File: src/rtl/pipeline_ctrl_pkg.sv
// Shared definitions for the pipeline controller: FSM state encoding, NOP
// encoding and a saturating counter helper.
package pipeline_ctrl_pkg;

  typedef enum logic [1:0] {
    ST_BOOT    = 2'd0,
    ST_RUN     = 2'd1,
    ST_IO_WAIT = 2'd2
  } state_e;

  // addi x0, x0, 0 -- the bubble instruction loaded by the flush controls
  localparam logic [31:0] NOP_INSTR = 32'h0000_0013;

  function automatic logic [31:0] sat_inc(input logic [31:0] v);
    return (v == 32'hFFFF_FFFF) ? v : v + 32'd1;
  endfunction

endpackage

File: src/rtl/pipeline_ctrl_hazard_detect.sv
// Load-use hazard compare: a load in Execute whose destination is read by
// the instruction currently in Decode.
module hazard_detect (
  input  logic [4:0] d_ra1_i,
  input  logic [4:0] d_ra2_i,
  input  logic       d_use1_i,
  input  logic       d_use2_i,
  input  logic [4:0] e_wa_i,
  input  logic       e_regwen_i,
  input  logic       e_is_load_i,
  output logic       lu_o
);

  // x0 is hard-wired to zero, so a load targeting it never creates a hazard
  assign lu_o = e_is_load_i & e_regwen_i & (e_wa_i != 5'd0) &
                ((d_use1_i & (d_ra1_i == e_wa_i)) |
                 (d_use2_i & (d_ra2_i == e_wa_i)));

endmodule

File: src/rtl/pipeline_ctrl.sv
// Pipeline stall/flush controller: boot bubbles, load-use stalls, branch
// redirects and I/O-wait freezing with timeout, plus performance counters.
module pipeline_ctrl
  import pipeline_ctrl_pkg::*;
#(
  parameter int unsigned IO_TIMEOUT   = 1024,
  parameter int unsigned BOOT_BUBBLES = 2
) (
  input  logic        clk,
  input  logic        rst,
  input  logic [4:0]  d_ra1,
  input  logic [4:0]  d_ra2,
  input  logic        d_use1,
  input  logic        d_use2,
  input  logic [4:0]  e_wa,
  input  logic        e_regwen,
  input  logic        e_is_load,
  input  logic        e_redirect,
  input  logic        m_io_req,
  input  logic        io_ready,
  output logic        pc_en,
  output logic        fd_en,
  output logic        de_en,
  output logic        em_en,
  output logic        mw_en,
  output logic        fd_flush,
  output logic        de_flush,
  output logic        mw_flush,
  output logic        pc_redirect,
  output logic [31:0] stall_cnt,
  output logic [31:0] flush_cnt,
  output logic        io_timeout
);

  localparam logic [2:0]  BOOT_LAST = 3'(BOOT_BUBBLES - 1);
  localparam logic [15:0] WAIT_LAST = 16'(IO_TIMEOUT - 1);

  state_e      state_q, state_d;
  logic [2:0]  boot_cnt_q, boot_cnt_d;
  logic [15:0] wait_cnt_q, wait_cnt_d;
  logic [31:0] stall_cnt_q, stall_cnt_d;
  logic [31:0] flush_cnt_q, flush_cnt_d;
  logic        io_timeout_q, io_timeout_d;
  logic        lu, freeze, advance;

  hazard_detect u_hazard (
    .d_ra1_i     (d_ra1),
    .d_ra2_i     (d_ra2),
    .d_use1_i    (d_use1),
    .d_use2_i    (d_use2),
    .e_wa_i      (e_wa),
    .e_regwen_i  (e_regwen),
    .e_is_load_i (e_is_load),
    .lu_o        (lu)
  );

  always_comb begin
    // NOTE: every signal gets a default before the case so no path leaves it
    // unassigned, which would otherwise infer a latch.
    pc_en        = 1'b1;
    fd_en        = 1'b1;
    de_en        = 1'b1;
    em_en        = 1'b1;
    mw_en        = 1'b1;
    fd_flush     = 1'b0;
    de_flush     = 1'b0;
    mw_flush     = 1'b0;
    pc_redirect  = 1'b0;
    freeze       = 1'b0;
    advance      = 1'b0;
    state_d      = state_q;
    boot_cnt_d   = boot_cnt_q;
    wait_cnt_d   = wait_cnt_q;
    stall_cnt_d  = stall_cnt_q;
    flush_cnt_d  = flush_cnt_q;
    io_timeout_d = io_timeout_q;

    unique case (state_q)
      ST_BOOT: begin
        fd_flush   = 1'b1;
        de_flush   = 1'b1;
        boot_cnt_d = boot_cnt_q + 3'd1;
        if (boot_cnt_q == BOOT_LAST) begin
          state_d    = ST_RUN;
          boot_cnt_d = '0;
        end
      end
      ST_RUN: begin
        if (m_io_req && !io_ready) begin
          freeze     = 1'b1;
          state_d    = ST_IO_WAIT;
          wait_cnt_d = '0;
        end else begin
          advance = 1'b1;
        end
      end
      ST_IO_WAIT: begin
        if (io_ready || wait_cnt_q == WAIT_LAST) begin
          advance = 1'b1;
          state_d = ST_RUN;
          if (!io_ready) io_timeout_d = 1'b1;
        end else begin
          freeze     = 1'b1;
          wait_cnt_d = wait_cnt_q + 16'd1;
        end
      end
      default: state_d = ST_BOOT;
    endcase

    if (freeze) begin
      {pc_en, fd_en, de_en, em_en, mw_en} = 5'b0;
      mw_flush    = 1'b1;
      stall_cnt_d = sat_inc(stall_cnt_q);
    end

    // A redirect kills the Decode instruction, so its load-use stall is moot
    if (advance) begin
      if (e_redirect) begin
        pc_redirect = 1'b1;
        fd_flush    = 1'b1;
        de_flush    = 1'b1;
        flush_cnt_d = sat_inc(flush_cnt_q);
      end else if (lu) begin
        pc_en       = 1'b0;
        fd_en       = 1'b0;
        de_flush    = 1'b1;
        stall_cnt_d = sat_inc(stall_cnt_q);
      end
    end

    if (rst) begin
      {pc_en, fd_en, de_en, em_en, mw_en} = 5'b11111;
      fd_flush    = 1'b1;
      de_flush    = 1'b1;
      mw_flush    = 1'b0;
      pc_redirect = 1'b0;
    end
  end

  // NOTE: sequential state uses non-blocking assignments so every register
  // samples its pre-edge value regardless of statement order.
  always_ff @(posedge clk) begin
    if (rst) begin
      state_q      <= ST_BOOT;
      boot_cnt_q   <= '0;
      wait_cnt_q   <= '0;
      stall_cnt_q  <= '0;
      flush_cnt_q  <= '0;
      io_timeout_q <= 1'b0;
    end else begin
      state_q      <= state_d;
      boot_cnt_q   <= boot_cnt_d;
      wait_cnt_q   <= wait_cnt_d;
      stall_cnt_q  <= stall_cnt_d;
      flush_cnt_q  <= flush_cnt_d;
      io_timeout_q <= io_timeout_d;
    end
  end

  assign stall_cnt  = stall_cnt_q;
  assign flush_cnt  = flush_cnt_q;
  assign io_timeout = io_timeout_q;

endmodule

File: config.mk
export PLATFORM = sky130hd
export DESIGN_NAME = pipeline_ctrl
export DESIGN_NICKNAME = d
export VERILOG_FILES = /design/src/rtl/pipeline_ctrl_pkg.sv /design/src/rtl/pipeline_ctrl_hazard_detect.sv /design/src/rtl/pipeline_ctrl.sv
export SDC_FILE = /design/constraint.sdc
export NUM_CORES = 1
export LEC_CHECK = 0
export ABC_CLOCK_PERIOD_IN_PS = 6870
export BUFFER_PORTS_ARGS = -buffer_cell sky130_fd_sc_hd__buf_2
export CAP_MARGIN = 20
export CORE_MARGIN = 5
export CORE_UTILIZATION = 55
export DETAILED_ROUTE_END_ITERATION = 12
export PLACE_DENSITY = 0.9
export SLEW_MARGIN = 0
export SYNTH_ARGS = -nofsm -noshare
export SYNTH_HDL_FRONTEND = slang
export SYNTH_SLANG_ARGS = --single-unit
export TNS_END_PERCENT = 30
File: constraint.sdc
create_clock -name clk -period 6.87 [get_ports clk]
set_input_delay 1.0305 -clock clk [delete_from_list [all_inputs] [get_ports clk]]
set_output_delay 1.0305 -clock clk [all_outputs]
set_load 0.02 [all_outputs]
# Word-level counts from Yosys, hierarchy flattened
# Index checks and enable logic that the tools add are counted.
# totals
regBits,86
wordCells,78
output_inout_bits,74
input_bits,24
# op_classes
bitwise,8
n_addsub,4
reduce_logical,10
n_eq_ne,12
n_mux,38
# op_table
operator,count
2-to-1 mux 32 bit,5
"adder 32 x 1 -> 32 bit, second input constant",2
"== test 32 bit, second input constant",2
2-to-1 mux 16 bit,2
one-hot mux 16 bit (2 select lines),1
2-to-1 mux 1 bit,23
"adder 16 x 1 -> 16 bit, second input constant",1
"== test 16 x 10 -> 1 bit, second input constant",1
AND reduction 3 bit,4
== test 5 bit,2
"!= test 2 bit, second input constant",4
2-to-1 mux 2 bit,3
one-hot mux 2 bit (3 select lines),1
bitwise AND 1 bit,5
nonzero test 5 bit,1
one-hot mux 1 bit (2 select lines),2
"adder 3 x 1 -> 3 bit, second input constant",1
"== test 3 x 1 -> 1 bit, second input constant",1
2-to-1 mux 3 bit,1
"== test 2 x 1 -> 1 bit, second input constant",1
"== test 2 bit, second input constant",1
zero test 2 bit,1
inverter 1 bit,2
nonzero test 2 bit,1
other kinds (4),4

# Longest topological paths before layout
# logic_depth
word_depth,9
ltp_mapped,10
depth_no_buf,9

# By module
# A second synthesis with hierarchy kept.
# unflattened
cells_unflattened,563
hier_area_um2,4608.2
# by_module_without_submodules
module,cells_each,area_each_um2,n_inst
pipeline_ctrl,546,4473.0,1
hazard_detect,17,135.1,1

# Worst setup path before layout
# OpenSTA, ideal clock, no wires.
# synth_timing
path_type,input-to-output
from,in e_wa[0]
to,out pc_en
required_ps,5839
t_arrival_ps,2598
stages,7
setup_slack_ps,3241
path_cell_list,or4_1 nor2_1 nor3_1 a21boi_2 buf_2 or3_1 buf_4
# synth_via
elab_chain_len,8
word_cells_on_any_way,12
cone_classes,2 x eq/ne; 4 x mux; 5 x bitwise; 1 x reduce/logical
# synth_rtl
item,line,source
"start, declared",pipeline_ctrl.sv:15,"input logic [4:0] e_wa,"
"== test 5 bit, on equally long branches","pipeline_ctrl_hazard_detect.sv:16, pipeline_ctrl_hazard_detect.sv:17",
"bitwise AND 1 bit, on equally long branches","pipeline_ctrl_hazard_detect.sv:16, pipeline_ctrl_hazard_detect.sv:17",
bitwise OR 1 bit,pipeline_ctrl_hazard_detect.sv:16,((d_use1_i & (d_ra1_i == e_wa_i)) |
bitwise AND 1 bit *,pipeline_ctrl_hazard_detect.sv:15,assign lu_o = e_is_load_i & e_regwen_i & (e_wa_i != 5'd0) &
2-to-1 mux 1 bit * (4 in a row),n/a,
"end, declared",pipeline_ctrl.sv:21,"output logic pc_en,"
# Mark *: on every way between the ends. The rest lies on a longest branch, timed or not.

# Worst setup path in the final report
# layout_timing
from,reg wait_cnt_q[0]
to,out pc_en
# layout_via
elab_chain_len,9
word_cells_on_any_way,11
cone_classes,1 x eq/ne; 9 x mux; 1 x reduce/logical
# layout_rtl
item,line,source
"start, declared",pipeline_ctrl.sv:40,"logic [15:0] wait_cnt_q, wait_cnt_d;"
"start signal, assigned",pipeline_ctrl.sv:153,wait_cnt_q <= wait_cnt_d;
== test 16 x 10 -> 1 bit *,pipeline_ctrl.sv:98,if (io_ready || wait_cnt_q == WAIT_LAST) begin
logical OR 1 bit *,pipeline_ctrl.sv:98,
2-to-1 mux 1 bit,pipeline_ctrl.sv:98,
one-hot mux 1 bit (2 select lines),pipeline_ctrl.sv:78,unique case (state_q)
2-to-1 mux 1 bit,pipeline_ctrl.sv:110,if (freeze) begin
2-to-1 mux 1 bit,pipeline_ctrl.sv:123,end else if (lu) begin
2-to-1 mux 1 bit,pipeline_ctrl.sv:118,if (e_redirect) begin
2-to-1 mux 1 bit *,pipeline_ctrl.sv:117,if (advance) begin
2-to-1 mux 1 bit *,pipeline_ctrl.sv:131,if (rst) begin
# Marked as above.

==> reports/results.ini <==
[setup_path]
worstPathArrival_ns = 2.92
crit_type = register to output pin
reg2reg_to = flush_cnt[7]$_SDFFE_PP0P_
ff2ff_path_depth = 8
worstPathRequired_ns = 5.84
worstPathMaxFanout = 26
cp-start-kind = register
end_kind = output pin
r2r-start = wait_cnt_q[0]$_SDFFE_PP0P_
r2r_slack_ns = 3.69

[detailed_routing]
wl_per_cell_um = 14.4
drc = 0
drt_wl_total_um = 10500
via_per_inst = 5.62
antenna_left = 0
drt_iter0_markers = 200
first_pass_iters = 4
vias = 4111

[synthesis]
synth_area_leader_cell = dfxtp_1
synth_edf_count = 0
ys_seq_area_frac = 0.391
async_flop_share = 0
synth_flop_cell = dfxtp_1
synthTopCellsByCount = nor2_1, dfxtp_1, xnor2_1
syn-num-nets = 566
yosys.cell_types.count = 47
syn_avg_cell_area_um2 = 8.21
netlist.area_leader.share = 0.391
syn_inst = 536
ys_warn_count = 0
yosysMostFrequentCell = nor2_1
synthTopCellsByArea = dfxtp_1, xnor2_1, nor2_1
ys_ff_latch = 86
synth_area_mm2 = 0.00440

[final_layout]
diodes = 0
area_growth_pct = 16.9
seqCellArea_mm2 = 0.00172
fillers = 638
drive_gt1_frac = 0.207
nets = 654
multiInputGateArea_mm2 = 0.00253

[clock_network]
cts_tree = built
post_cts_buffers = 0
clk_path_buf_depth = 2
hold_buffers = 0
cts_sinks = 86
ctsHtreeMaxLevel = 3
path_clk_slew_ns = 0.08
clk_root_buffer_cell = clkbuf_8
cts_resized = 0
cts_made_buffers = 9
clk_latency_ns = 0.36

[grt]
antenna_found_initial = 0
grt-ovfl-total = 0
grtUsageMet1 = 0.262
grt_max_degree = 81
grt_pass1_vias = 3946
grt_pass1_wl_um = 17800
grt.busiest_layer = met2
met3_usage = 0.0316
grt.met2_usage = 0.370
grt_use_total = 0.214

[die]
start_util = 0.567
die_h_um = 99.5
top_level_ports = 98
rows = 32
die_x_um = 99.5
dieArea_mm2 = 0.00989
core_area_mm2 = 0.00777

[place]
hpwl_um = 7680
port_buffers = 97
gp_congestion = 0.846

[timing]
period_needed_ns = 3.95
finalSetupTns_ns = 0
finalHoldViolCount = 0
clock_skew_ns = 0.0121
slew_headroom = 0.430
final-max-slew-violation-count = 0
worstMarginPinSlew_ns = 0.854
setup_viol = 0
period_share = 0.575
fmax_mhz = 253
rsz0062_at_grt = false
hold_ws_ns = 0.479

[pwr]
ir_worst_vdd_mv = 0.128
power_density_mw_per_mm2 = 210
power.leakage_nw = 2.00

[worst_hold_path]
min_to = io_timeout$_SDFFE_PP0P_
hp-start = io_timeout$_SDFFE_PP0P_
min_path_cells = 2
worst_hold_path_type = register to register

[status]
status = completed

[run]
maxCapViolCount = 0

## metal layers
metal / vias up / routed length (um)
li1: 2014 / -
met1: 1931 / 4390
met2: 136 / 5260
met3: 30 / 592
met4: 0 / 266
met5: - / 0
## stage by stage
step	area (um2)	setup WS [ns]	std cells	power [mW]	utilization
final	5150	2.92	731	1.08	0.663
after global routing	5150	2.77	731	1.12	0.663
after detailed placement	4930	3.17	715	0.692	0.634
after floorplan	4400	3.24	536	0.654	-
after global placement	4930	3.25	715	0.684	0.634
after CTS	5150	2.91	731	1.08	0.663
## cells in the final DEF (no fill, tap or decap), drive strengths merged, types with 2 or more instances in the layout
master / n
a21o: 4
a21oi: 10
a31oi: 2
and2: 5
and3: 14
and4: 8
buf: 100
bufinv: 2
clkbuf: 10
clkinvlp: 2
dfxtp: 86
ha: 6
inv: 12
mux2: 5
mux2i: 2
nand2: 43
nand2b: 3
nand3: 30
nand4: 24
nor2: 95
nor2b: 7
nor3: 28
nor3b: 2
nor4: 12
nor4b: 2
o21ai: 5
o31ai: 4
or2: 7
or3: 6
or4: 4
or4b: 2
xnor2: 57
xor2: 23
## sequential cells by signal, summed over array words and instances, names as in the netlist
name / flops
state_q: 2
boot_cnt_q: 3
stall_cnt: 32
wait_cnt_q: 16
flush_cnt: 32
io_timeout: 1
## final cells by class
class	instances	share of cell area
timing repair buffer	100	0.0987
multi-input combinational	417	0.492
inverter	10	0.00729
sequential	86	0.334
clock buffer	10	0.0248
clock inverter	6	0.0180
tap	102	0.0248
## how the worst max path moves through the flow
stage	cells past startpoint	slack (ns)	endpoint	from
CTS	8	2.91	pc_en	wait_cnt_q[0]$_SDFFE_PP0P_
finish	8	2.92	pc_en	wait_cnt_q[0]$_SDFFE_PP0P_
global route	8	2.77	fd_en	wait_cnt_q[0]$_SDFFE_PP0P_
detailed placement	8	3.17	pc_en	e_wa[0]
global placement	8	3.25	pc_en	e_wa[0]
floorplan	7	3.24	pc_en	e_wa[0]
## cell families (layout without fill, tap and decap cells)
group,after synthesis,in the layout,share of synthesized area
AOI/OAI and AO/OA,31,31,0.0455
buffers and inverters,33,126,0.0338
xor gates and xnor gates,80,80,0.159
muxes,7,7,0.0173
DFF,86,86,0.391
and+or+nand+nor,293,293,0.336
adders and majority gates,6,6,0.0170
## worst max-delay path, cell delays in order (launching register included)
cell	delay [ns]
dfxtp_1	0.37
ha_1	0.16
or4b_4	0.47
or4_4	0.56
a31oi_1	0.21
a21boi_2	0.18
buf_4	0.28
or3_1	0.16
buf_2	0.16
## where the power goes
group          leakage, nW  total [mW]  switching, mW  internal, mW
combinational         1.20       0.167          0.109        0.0576
sequential           0.693       0.516        0.00817         0.508
clock                0.104       0.396          0.189         0.207
total                 2.00        1.08          0.306         0.773
Note: power is estimated with default switching activity, not from simulation.
